`src/rtl/snn_pkg.sv`:
```
// rtl/snn_pkg.sv - shared types and sizing for the SNN timestep sequencer
package snn_pkg;

  typedef enum logic [2:0] {
    ST_IDLE  = 3'd0,
    ST_RST   = 3'd1,
    ST_FETCH = 3'd2,
    ST_LAYER = 3'd3,
    ST_STEP  = 3'd4,
    ST_DONE  = 3'd5
  } snn_seq_state_t;

  localparam int BATCH_AW     = 1;
  localparam int NB           = 1 << BATCH_AW;
  localparam int SPIKE_WORD_W = 32 * NB;

  function automatic int batch_count(input int aw);
    return 1 << aw;
  endfunction

endpackage

```
`src/rtl/snn_sim_sequencer.sv`:
```
// rtl/snn_sim_sequencer.sv - timestep sequencer: neuron reset, spike fetch, ordered layer enables
module snn_sim_sequencer
  import snn_pkg::*;
#(
  parameter int NUM_INPUTS                     = 9,
  parameter int NUM_LAYERS                     = 2,
  parameter int MAX_TIMESTEPS_BITS             = 4,
  parameter int SPIKE_PATTERN_BATCH_ADDR_WIDTH = BATCH_AW
) (
  input  logic                                                   S_AXI_ACLK,
  input  logic                                                   S_AXI_ARESETN,
  input  logic                                                   start,
  input  logic                                                   abort,
  input  logic [MAX_TIMESTEPS_BITS:0]                            sim_time,
  output logic                                                   spk_rd_en,
  output logic [MAX_TIMESTEPS_BITS+SPIKE_PATTERN_BATCH_ADDR_WIDTH-1:0] spk_rd_addr,
  input  logic [31:0]                                            spk_rd_data,
  output logic [NUM_INPUTS-1:0]                                  input_spikes,
  output logic                                                   neuron_rst,
  output logic [NUM_LAYERS-1:0]                                  layer_en,
  input  logic [NUM_LAYERS-1:0]                                  layer_done,
  output logic [MAX_TIMESTEPS_BITS:0]                            timestep,
  output logic                                                   busy,
  output logic                                                   done
);

  localparam int TW         = MAX_TIMESTEPS_BITS + 1;
  localparam int AW         = SPIKE_PATTERN_BATCH_ADDR_WIDTH;
  localparam int BW         = AW + 1;
  localparam int LW         = (NUM_LAYERS > 1) ? $clog2(NUM_LAYERS) : 1;
  localparam int RAW        = MAX_TIMESTEPS_BITS + AW;
  localparam int SEQ_NB     = batch_count(AW);
  localparam int SEQ_WORD_W = 32 * SEQ_NB;

  localparam logic [TW-1:0] TS_MAX = {1'b1, {MAX_TIMESTEPS_BITS{1'b0}}};
  localparam logic [BW-1:0] NB_B   = BW'(SEQ_NB);
  localparam logic [LW-1:0] LAST_L = LW'(NUM_LAYERS - 1);

  if (NUM_INPUTS > SEQ_WORD_W) begin : g_bad_num_inputs
    $error("NUM_INPUTS exceeds the spike word width");
  end

  snn_seq_state_t    state_q, state_d;
  logic [TW-1:0]     ts_q, ts_d;
  logic [TW-1:0]     eff_q, eff_d;
  logic [BW-1:0]     batch_q, batch_d;
  logic [LW-1:0]     layer_q, layer_d;

  logic              rd_en_q, rd_en_d;
  logic [RAW-1:0]    rd_addr_q, rd_addr_d;
  logic [NUM_LAYERS-1:0] layer_en_q, layer_en_d;
  logic              neuron_rst_q, busy_q, done_q;

  logic              cap_q;
  logic [AW-1:0]     cap_batch_q;
  logic [SEQ_WORD_W-1:0] word_q;

  always_comb begin
    state_d = state_q;
    ts_d    = ts_q;
    eff_d   = eff_q;
    batch_d = batch_q;
    layer_d = layer_q;

    case (state_q)
      ST_IDLE: begin
        if (start && !abort) begin
          state_d = ST_RST;
          ts_d    = '0;
          eff_d   = (sim_time > TS_MAX) ? TS_MAX : sim_time;
        end
      end
      ST_RST: begin
        batch_d = '0;
        state_d = (eff_q == '0) ? ST_DONE : ST_FETCH;
      end
      ST_FETCH: begin
        // batch_q == NB is the drain cycle waiting for the last read's data
        if (batch_q == NB_B) begin
          state_d = ST_LAYER;
          layer_d = '0;
        end else begin
          batch_d = batch_q + BW'(1);
        end
      end
      ST_LAYER: begin
        if (|(layer_done & layer_en_q)) begin
          if (layer_q == LAST_L) state_d = ST_STEP;
          else                   layer_d = layer_q + LW'(1);
        end
      end
      ST_STEP: begin
        ts_d    = ts_q + TW'(1);
        batch_d = '0;
        state_d = (ts_d == eff_q) ? ST_DONE : ST_FETCH;
      end
      ST_DONE:  state_d = ST_IDLE;
      default:  state_d = ST_IDLE;
    endcase

    if (abort) state_d = ST_IDLE;

    rd_en_d    = (state_d == ST_FETCH) && (batch_d < NB_B);
    rd_addr_d  = rd_en_d ? {ts_d[MAX_TIMESTEPS_BITS-1:0], batch_d[AW-1:0]} : '0;
    layer_en_d = (state_d == ST_LAYER) ? (NUM_LAYERS'(1) << layer_d) : '0;
  end

  always_ff @(posedge S_AXI_ACLK or negedge S_AXI_ARESETN) begin
    if (!S_AXI_ARESETN) begin
      state_q      <= ST_IDLE;
      ts_q         <= '0;
      eff_q        <= '0;
      batch_q      <= '0;
      layer_q      <= '0;
      rd_en_q      <= 1'b0;
      rd_addr_q    <= '0;
      layer_en_q   <= '0;
      neuron_rst_q <= 1'b0;
      busy_q       <= 1'b0;
      done_q       <= 1'b0;
      cap_q        <= 1'b0;
      cap_batch_q  <= '0;
      word_q       <= '0;
    end else begin
      state_q      <= state_d;
      ts_q         <= ts_d;
      eff_q        <= eff_d;
      batch_q      <= batch_d;
      layer_q      <= layer_d;
      rd_en_q      <= rd_en_d;
      rd_addr_q    <= rd_addr_d;
      layer_en_q   <= layer_en_d;
      neuron_rst_q <= (state_d == ST_RST);
      busy_q       <= (state_d != ST_IDLE);
      done_q       <= (state_d == ST_DONE);
      // read data arrives one cycle after the strobe, tagged by the batch it was issued for
      cap_q        <= rd_en_q;
      cap_batch_q  <= rd_addr_q[AW-1:0];
      for (int b = 0; b < SEQ_NB; b++) begin
        if (cap_q && cap_batch_q == AW'(b)) word_q[b*32 +: 32] <= spk_rd_data;
      end
    end
  end

  logic unused_word;
  assign unused_word = ^word_q;

  assign spk_rd_en    = rd_en_q;
  assign spk_rd_addr  = rd_addr_q;
  assign input_spikes = word_q[NUM_INPUTS-1:0];
  assign neuron_rst   = neuron_rst_q;
  assign layer_en     = layer_en_q;
  assign timestep     = ts_q;
  assign busy         = busy_q;
  assign done         = done_q;

endmodule

```
`config.mk`:
```
export PLATFORM = sky130hd
export DESIGN_NAME = snn_sim_sequencer
export DESIGN_NICKNAME = d
export VERILOG_FILES = /design/src/rtl/snn_pkg.sv /design/src/rtl/snn_sim_sequencer.sv
export SDC_FILE = /design/constraint.sdc
export NUM_CORES = 1
export LEC_CHECK = 0
export CORE_MARGIN = 2
export CORE_UTILIZATION = 47
export CTS_CLUSTER_SIZE = 30
export DETAILED_ROUTE_END_ITERATION = 12
export HOLD_SLACK_MARGIN = 0.03
export PLACE_DENSITY_LB_ADDON = 0.08
export SLEW_MARGIN = 20
export SYNTH_ARGS = -nofsm -noshare
export SYNTH_HDL_FRONTEND = slang
export SYNTH_SLANG_ARGS = --single-unit
```
`constraint.sdc`:
```
create_clock -name S_AXI_ACLK -period 5.7 [get_ports S_AXI_ACLK]
set_input_delay 0.57 -clock S_AXI_ACLK [delete_from_list [all_inputs] [get_ports S_AXI_ACLK]]
set_output_delay 0.57 -clock S_AXI_ACLK [all_outputs]
set_load 0.02 [all_outputs]
```
# Word-level counts from Yosys, hierarchy flattened
# Index checks and enable logic that the tools add are counted.
# classes
n_bitwise	2
n_lt_le_gt_ge	2
n_reduce_logical	12
add_sub_neg	3
shift	1
eq_ne	11
n_mux	19
# op_table
op	count
2-to-1 mux 3 bit	7
2-to-1 mux 5 bit	3
case mux 3 bit (5 select lines)	1
equality test 3 x 2 -> 1 bit (second input constant)	4
case mux 5 bit (2 select lines)	1
equality test 3 x 1 -> 1 bit (second input constant)	2
equality test 3 bit (second input constant)	2
adder 5 x 1 -> 5 bit (second input constant)	1
equality test 5 bit	1
greater-than comparator 5 bit (second input constant)	1
zero test 5 bit	1
2-to-1 mux 2 bit	2
case mux 2 bit (2 select lines)	1
AND reduction 2 bit	2
OR reduction 2 bit	2
logical AND 1 bit	3
zero test 3 bit	1
2-to-1 mux 1 bit	3
nonzero test 3 bit	1
adder 2 x 1 -> 2 bit (second input constant)	1
bitwise AND 2 bit	1
equality test 2 bit (second input constant)	1
< comparator 2 bit (second input constant)	1
inequality test 2 bit (second input constant)	1
other kinds (6)	6
# word_totals
inputBits	43
regBits	38
out_inout_bits	25
elab_cells	65

# Depth between registers and ports, before layout
# Gate-level depths: netlist of the first run.
# depth
ltp_word	8
depth_mapped	7
depth_no_buf	6

# Least setup slack after synthesis of the first run
# No wires, ideal clock.
# synth_path
kind	register -> register
start	register ts_q[0], in the netlist timestep[0]
end	register done_q, in the netlist done
period_less_slack_ps	2310
stages_incl_launch_ff	7
path_buffers	0
setup_time_ps	101
required_time_ps	5599
path_slack_ps	3390
arrival_ps	2209
path_cell_list	dfrtp_1 ha_1 nor2b_1 or3_1 and3_4 or4_4 o32ai_1
# synth_between
elab_chain_cells	6
# synth_rtl
element	line_no	rtl
from (decl)	snn_sim_sequencer.sv:44	logic [TW-1:0] ts_q, ts_d;
from (signal assigned)	snn_sim_sequencer.sv:126	ts_q <= ts_d;
adder 5 x 1 -> 5 bit	snn_sim_sequencer.sv:93	ts_d = ts_q + TW'(1);
equality test 5 bit	snn_sim_sequencer.sv:95	state_d = (ts_d == eff_q) ? ST_DONE : ST_FETCH;
2-to-1 mux 3 bit	snn_sim_sequencer.sv:95	
case mux 3 bit (5 select lines)	snn_sim_sequencer.sv:65	case (state_q)
2-to-1 mux 3 bit	snn_sim_sequencer.sv:101	if (abort) state_d = ST_IDLE;
equality test 3 bit	snn_sim_sequencer.sv:135	done_q <= (state_d == ST_DONE);
to (signal assigned)	snn_sim_sequencer.sv:135	
to (decl)	snn_sim_sequencer.sv:52	logic neuron_rst_q, busy_q, done_q;
# Every way passes these cells.
# A chain may end at the register's enable or synchronous reset.

# Worst setup path after layout of the first run
# Same ends and word-level chain as after synthesis.

==> results.yml, run 1 <==
critical_path:
  critical_path.max_fanout: 6
  endpoint_kind: "register"
  r2r_slack_ns: 3.31
  critical_path_class: "reg2reg"
  crit_buf_inv: 0
  r2r-end: "done"
  required_ns: 5.89
  crit_chain: "ha_1 -> nor2b_1 -> or3_1 -> and3_4 -> or4_4 -> o32ai_1"
  r2r-start: "timestep[0]"
  ff2ff_path_depth: 6
  startpoint_type: "register"
  worstPathArrival_ns: 2.58
  slowest_delay_ns: 0.55
  crit_family: "simple AND/OR/NAND/NOR gates"
  slowest_stage: "or4_4"
placed_design:
  io_buffers: 44
  dp_slack_ns: 3.35
  post-dp-hpwl_mm: 2.63
  globalplace.congestion: 0.785
clock_network:
  cts_buffers: 5
  cts-resized-gates: 0
  cts-htree-levels: 2
  cts_tree: "yes"
  cts_setup_buffers: 0
  clock_path_buffers: 2
  clk_pin_slew_ns: 0.07
  ctsHoldBuffers: 0
  cts-root-buf: "clkbuf_8"
  clk_latency_ns: 0.29
  clock_sinks: 38
route:
  drtAntennaViolNets: 0
  drt_iter0_markers: 40
  finalWirelength_mm: 3.60
  vias: 1358
  drcViolationCount: 0
  via_per_inst: 5.35
  wl_per_cell_um: 14.2
  drt_first_pass_iters: 4
floorplanning:
  die_x_um: 65.6
  pin_count: 68
  row_count: 22
  start_util: 0.487
  die_h_um: 65.6
  core-area_sq_mm: 0.00366
  die_area_sq_mm: 0.00431
logic_synthesis:
  synth_area_sq_mm: 0.00178
  synth-edff-count: 0
  avgSynthCellArea_sq_um: 11.3
  synth_cells: 158
  synthFlopType: "dfrtp_1"
  syn_nets: 204
  synthArstFlopShare: 1.00
  yosysTopAreaCellShare: 0.533
  synth_seq_cells: 38
  yosysTopAreaCell: "dfrtp_1"
  synth_cell_type_count: 42
  synth_common_cells: "38 x dfrtp_1, 15 x nand2_1, 11 x mux2_2, 11 x o21ai_0, 7 x a21oi_1"
  synthTopCellsByArea: "dfrtp_1 53%, mux2_2 6.9%, nand2_1 3.2%, o21ai_0 3.1%, nor3b_1 2.5%"
  yosysWarnings: 0
  ys_seq_area_frac: 0.533
  synth_most_common_cell: "dfrtp_1"
grt:
  grt_start_max_net_pins: 39
  grt_first_pass_wirelength_mm: 6.13
  grt_pass1_vias: 1315
  antenna_found_initial: 0
  grt_use_total: 0.192
  grt-ovfl-total: 0
sta:
  post-route-min-period_ns: 2.39
  slew_violations: 0
  fin_crit_sh: 0.419
  tns_ns: 0
  finClkSkew_ns: 0.00530
  finalHoldViolCount: 0
  worst-slew-pin-transition_ns: 0.729
  worst_slack_ns: 3.31
  fmax_mhz: 419
  rsz0062_at_grt: "no"
  setup_viol: 0
  hold_ws_ns: 0.379
  slew_headroom: 0.513
finish:
  antenna_cells: 0
  area_growth_pct: 32.9
  final_nets: 251
  drive_above_1_share: 0.136
min_path:
  hold_depth: 0
  hp-start: "spk_rd_addr[0]"
  hp-class: "reg2reg"
  hold_end: "cap_batch_q"
pwr:
  vdd.ir_drop.worst_mv: 0.228
  power.density_mw_per_mm2: 359
  totalPowerFinal_w: 0.000851
  p_leak_nw: 1.00
run:
  drv_cap: 0
outcome:
  outcome: "finished, final reports clean"
## state kept, by name, indices dropped and copies added, names as in the netlist
| signal | cells |
|---|---|
| batch_q | 2 |
| busy | 1 |
| cap_batch_q | 1 |
| cap_q | 1 |
| done | 1 |
| eff_q | 5 |
| layer_en | 2 |
| layer_q | 1 |
| neuron_rst | 1 |
| spk_rd_addr | 5 |
| spk_rd_en | 1 |
| state_q | 3 |
| timestep | 5 |
| word_q | 9 |
## how the worst max path moves through the flow
stage | startpoint | end | slack [ns] | cells after the start
after detailed placement | timestep[0] | layer_en[1] | 3.35 | 6
after global routing | timestep[0] | spk_rd_addr[3] | 3.18 | 6
after global placement | timestep[0] | done | 3.37 | 6
after floorplan | timestep[0] | done | 3.39 | 6
final | timestep[0] | done | 3.31 | 6
after CTS | timestep[0] | done | 3.31 | 6
## report_power, final
group / internal [W] / switching (W) / leakage [nW]
clock: 0.000129 / 0.0000936 / 0.0579
sequential: 0.000322 / 0.0000344 / 0.502
combinational: 0.000140 / 0.000133 / 0.443
## routing by layer
layer,vias up,GRT usage,routed length [um]
li1,660,-,-
met1,648,0.238,1530
met2,42,0.311,1780
met3,8,0.0565,217
met4,0,0.0833,66
met5,-,0,0
## through the flow
stage,instances,util,instance area (sq um)
floorplan,158,-,1780
finish,254,0.648,2370
global placement,246,0.618,2260
detailed placement,246,0.618,2260
CTS,254,0.648,2370
global route,254,0.648,2370
## cell type report
class / instances / area [sq um]
tap: 48 / 60.1
clock buffer: 5 / 68.8
timing repair buffer: 45 / 448
sequential: 38 / 951
multi-input combinational: 109 / 781
inverter: 6 / 22.5
fill: 294 / 1290
clock inverter: 3 / 40.0
## logic make-up after synthesis
family                     after synthesis  synth area share
and+or+nand+nor                         53             0.164
DFF                                     38             0.533
AOI/OAI and AO/OA                       36             0.143
buffers and inverters                   11            0.0294
muxes                                   11            0.0694
xor gates and xnor gates                 6            0.0400
adders and majority gates                3            0.0210
## placed cells by master, fill, tap and decap left out, drive strengths merged, types with 2 or more instances in the layout
cell type / count
a21oi: 7
nor3b: 6
o32ai: 2
nand2: 15
nand2b: 4
xor2: 2
o211ai: 2
nand3: 3
clkdlybuf4s50: 44
mux2: 11
xnor2: 4
a22oi: 2
dfrtp: 38
nor3: 3
clkbuf: 5
nor4: 2
nor2: 6
a22o: 2
clkinv: 2
nor2b: 6
o21ai: 12
inv: 6
or2: 2
ha: 3
No activity file was read; power rests on OpenSTA's default activity.
==> run 2, diff against run 1 <==
- CORE_UTILIZATION: 47 -> 39
- clock period: 5.7 -> 2 ns (I/O delays scaled with it)
==> run 2 against run 1 <==
  * The flow now finishes with violations (negative setup slack)
  * Cell count is 7.1% higher
  * Hold slack lost 0.059 ns
  * Via count increased by 2.0%
  * Critical path type unchanged
  * Largest cell class unchanged
==> results.yml, run 2 (synthesis results as in run 1) <==
grt:
  grt_pass1_vias: 1536
  grt_use_total: 0.173
  met3_usage: 0.0506
  grt_start_max_net_pins: 39
  grt_busiest_layer: "met2"
  grt_first_pass_wirelength_mm: 6.93
  grt_util_met2: 0.299
  grt-ovfl-total: 0
  antenna_found_initial: 0
  use_met1: 0.207
critical_path:
  ff2ff_path_depth: 8
  startpoint_type: "register"
  endpoint_kind: "register"
  critical_path_class: "reg2reg"
  worstPathArrival_ns: 2.28
  critical_path.max_fanout: 8
  crit_buf_inv: 2
  crit_chain: "ha_4 -> nor2b_1 -> or3_1 -> and3_4 -> buf_4 -> o41ai_4 -> buf_6 -> nor3b_1"
  slowest_delay_ns: 0.43
  crit_family: "simple AND/OR/NAND/NOR gates"
  crit_cells: 8
  slowest_stage: "dfrtp_2"
  required_ns: 2.16
pwr:
  clkPwrFrac: 0.302
  p_comb_frac: 0.321
  power.density_mw_per_mm2: 1040
  p_leak_nw: 1.09
  totalPowerFinal_w: 0.00269
  p_int_w: 0.00189
  p_seq_frac: 0.378
  vdd.ir_drop.worst_mv: 0.676
  switching_share: 0.298
  power_switching_w: 0.000801
sta:
  worst-slew-pin-transition_ns: 0.509
  worst_slack_ns: -0.117
  finalHoldViolCount: 0
  fin_crit_sh: 1.06
  finClkSkew_ns: 0.00664
  slew_violations: 0
  fmax_mhz: 472
  post-route-min-period_ns: 2.12
  setup_viol: 10
  rsz0062_at_grt: "yes"
  slew_headroom: 0.658
floorplanning:
  row_count: 24
  core-area_sq_mm: 0.00438
  start_util: 0.407
  pin_count: 68
  die_h_um: 71.6
  die_area_sq_mm: 0.00513
  die_x_um: 71.6
clock_network:
  cts_buffers: 5
  clock_path_buffers: 2
  ctsHoldBuffers: 0
  cts-htree-levels: 2
  clk_pin_slew_ns: 0.08
  clk_latency_ns: 0.29
  cts-root-buf: "clkbuf_8"
  cts_tree: "yes"
  clock_sinks: 38
outcome:
  outcome: "finished with violations"
  failed_checks: "negative setup slack"
finish:
  area_growth_pct: 45.0
  regMostFlops: "word_q"
  antenna_cells: 0
  final_cell_mix: "44 x clkdlybuf4s50_1, 36 x dfrtp_1, 15 x nand2_1"
  final_common_cell: "clkdlybuf4s50_1"
  final_nets: 265
  final_cells: 272
  largest_reg_flops: 9
  drive_above_1_share: 0.241
route:
  drt_iter0_markers: 34
  drtAntennaViolNets: 0
  vias: 1385
  drt_first_pass_iters: 4
  via_per_inst: 5.09
  finalWirelength_mm: 3.98
  wl_per_cell_um: 14.6
  drcViolationCount: 0
placed_design:
  io_buffers: 44
  post-dp-hpwl_mm: 2.93
  globalplace.congestion: 0.846
  dpl.cell_count: 262
min_path:
  hp-class: "in2async"
run:
  drv_cap: 0
## run 2: layout make-up
type | count | area (sq um)
repair buffers | 59 | 557
fillers | 367 | 1800
multi-input cells | 109 | 847
inverters | 6 | 22.5
well taps | 52 | 65.1
flip-flops and latches | 38 | 953
clock buffers | 6 | 82.6
clock inverters | 2 | 60.1
## run 2: power by group through the flow
| stage | sequential (W) | combinational, W | clock (W) |
|---|---|---|---|
| global placement | 0.00102 | 0.000823 | 0 |
| finish | 0.00102 | 0.000862 | 0.000811 |
| detailed placement | 0.00103 | 0.000841 | 0 |
| CTS | 0.00102 | 0.000850 | 0.000827 |
| global route | 0.00104 | 0.000929 | 0.000867 |
| floorplan | 0.00115 | 0.000341 | 0 |
## run 2: through the flow
stage	hold WS (ns)	TNS (ns)	worst slack [ns]	cell area, sq um	utilization
after detailed placement	0.370	-0.204	-0.122	2390	0.545
after global routing	0.368	-1.73	-0.187	2590	0.590
after CTS	0.340	-0.841	-0.106	2540	0.580
final	0.320	-0.916	-0.117	2590	0.590
after global placement	0.370	-0.159	-0.0978	2390	0.545
after floorplan	-0.0956	-0.210	-0.111	1810	-
## run 2: path summary, 6_finish.rpt
check / start / endpoint / slack, ns
max: timestep[1] / spk_rd_addr[4] / -0.12
min: S_AXI_ARESETN / word_q[3] / 0.32
max reg2reg: timestep[1] / spk_rd_addr[4] / -0.12
min reg2reg: spk_rd_addr[0] / cap_batch_q / 0.38
max in group asynchronous: S_AXI_ARESETN / timestep[0] / 1.31
min in group S_AXI_ACLK: spk_rd_addr[0] / cap_batch_q / 0.38
## run 2: metal layers
layer,vias to the layer above,part of all wire
met5,-,0
met4,0,0.012
met3,5,0.035
met2,23,0.51
met1,672,0.44
li1,685,-
## run 2: repair_timing
| action | in CTS | in global routing |
|---|---|---|
| gates resized for setup | 0 | 9 |
| pin swaps | 3 | 1 |
| endpoints found under the setup margin | 2 | 12 |
| buffers inserted | 2 | 0 |
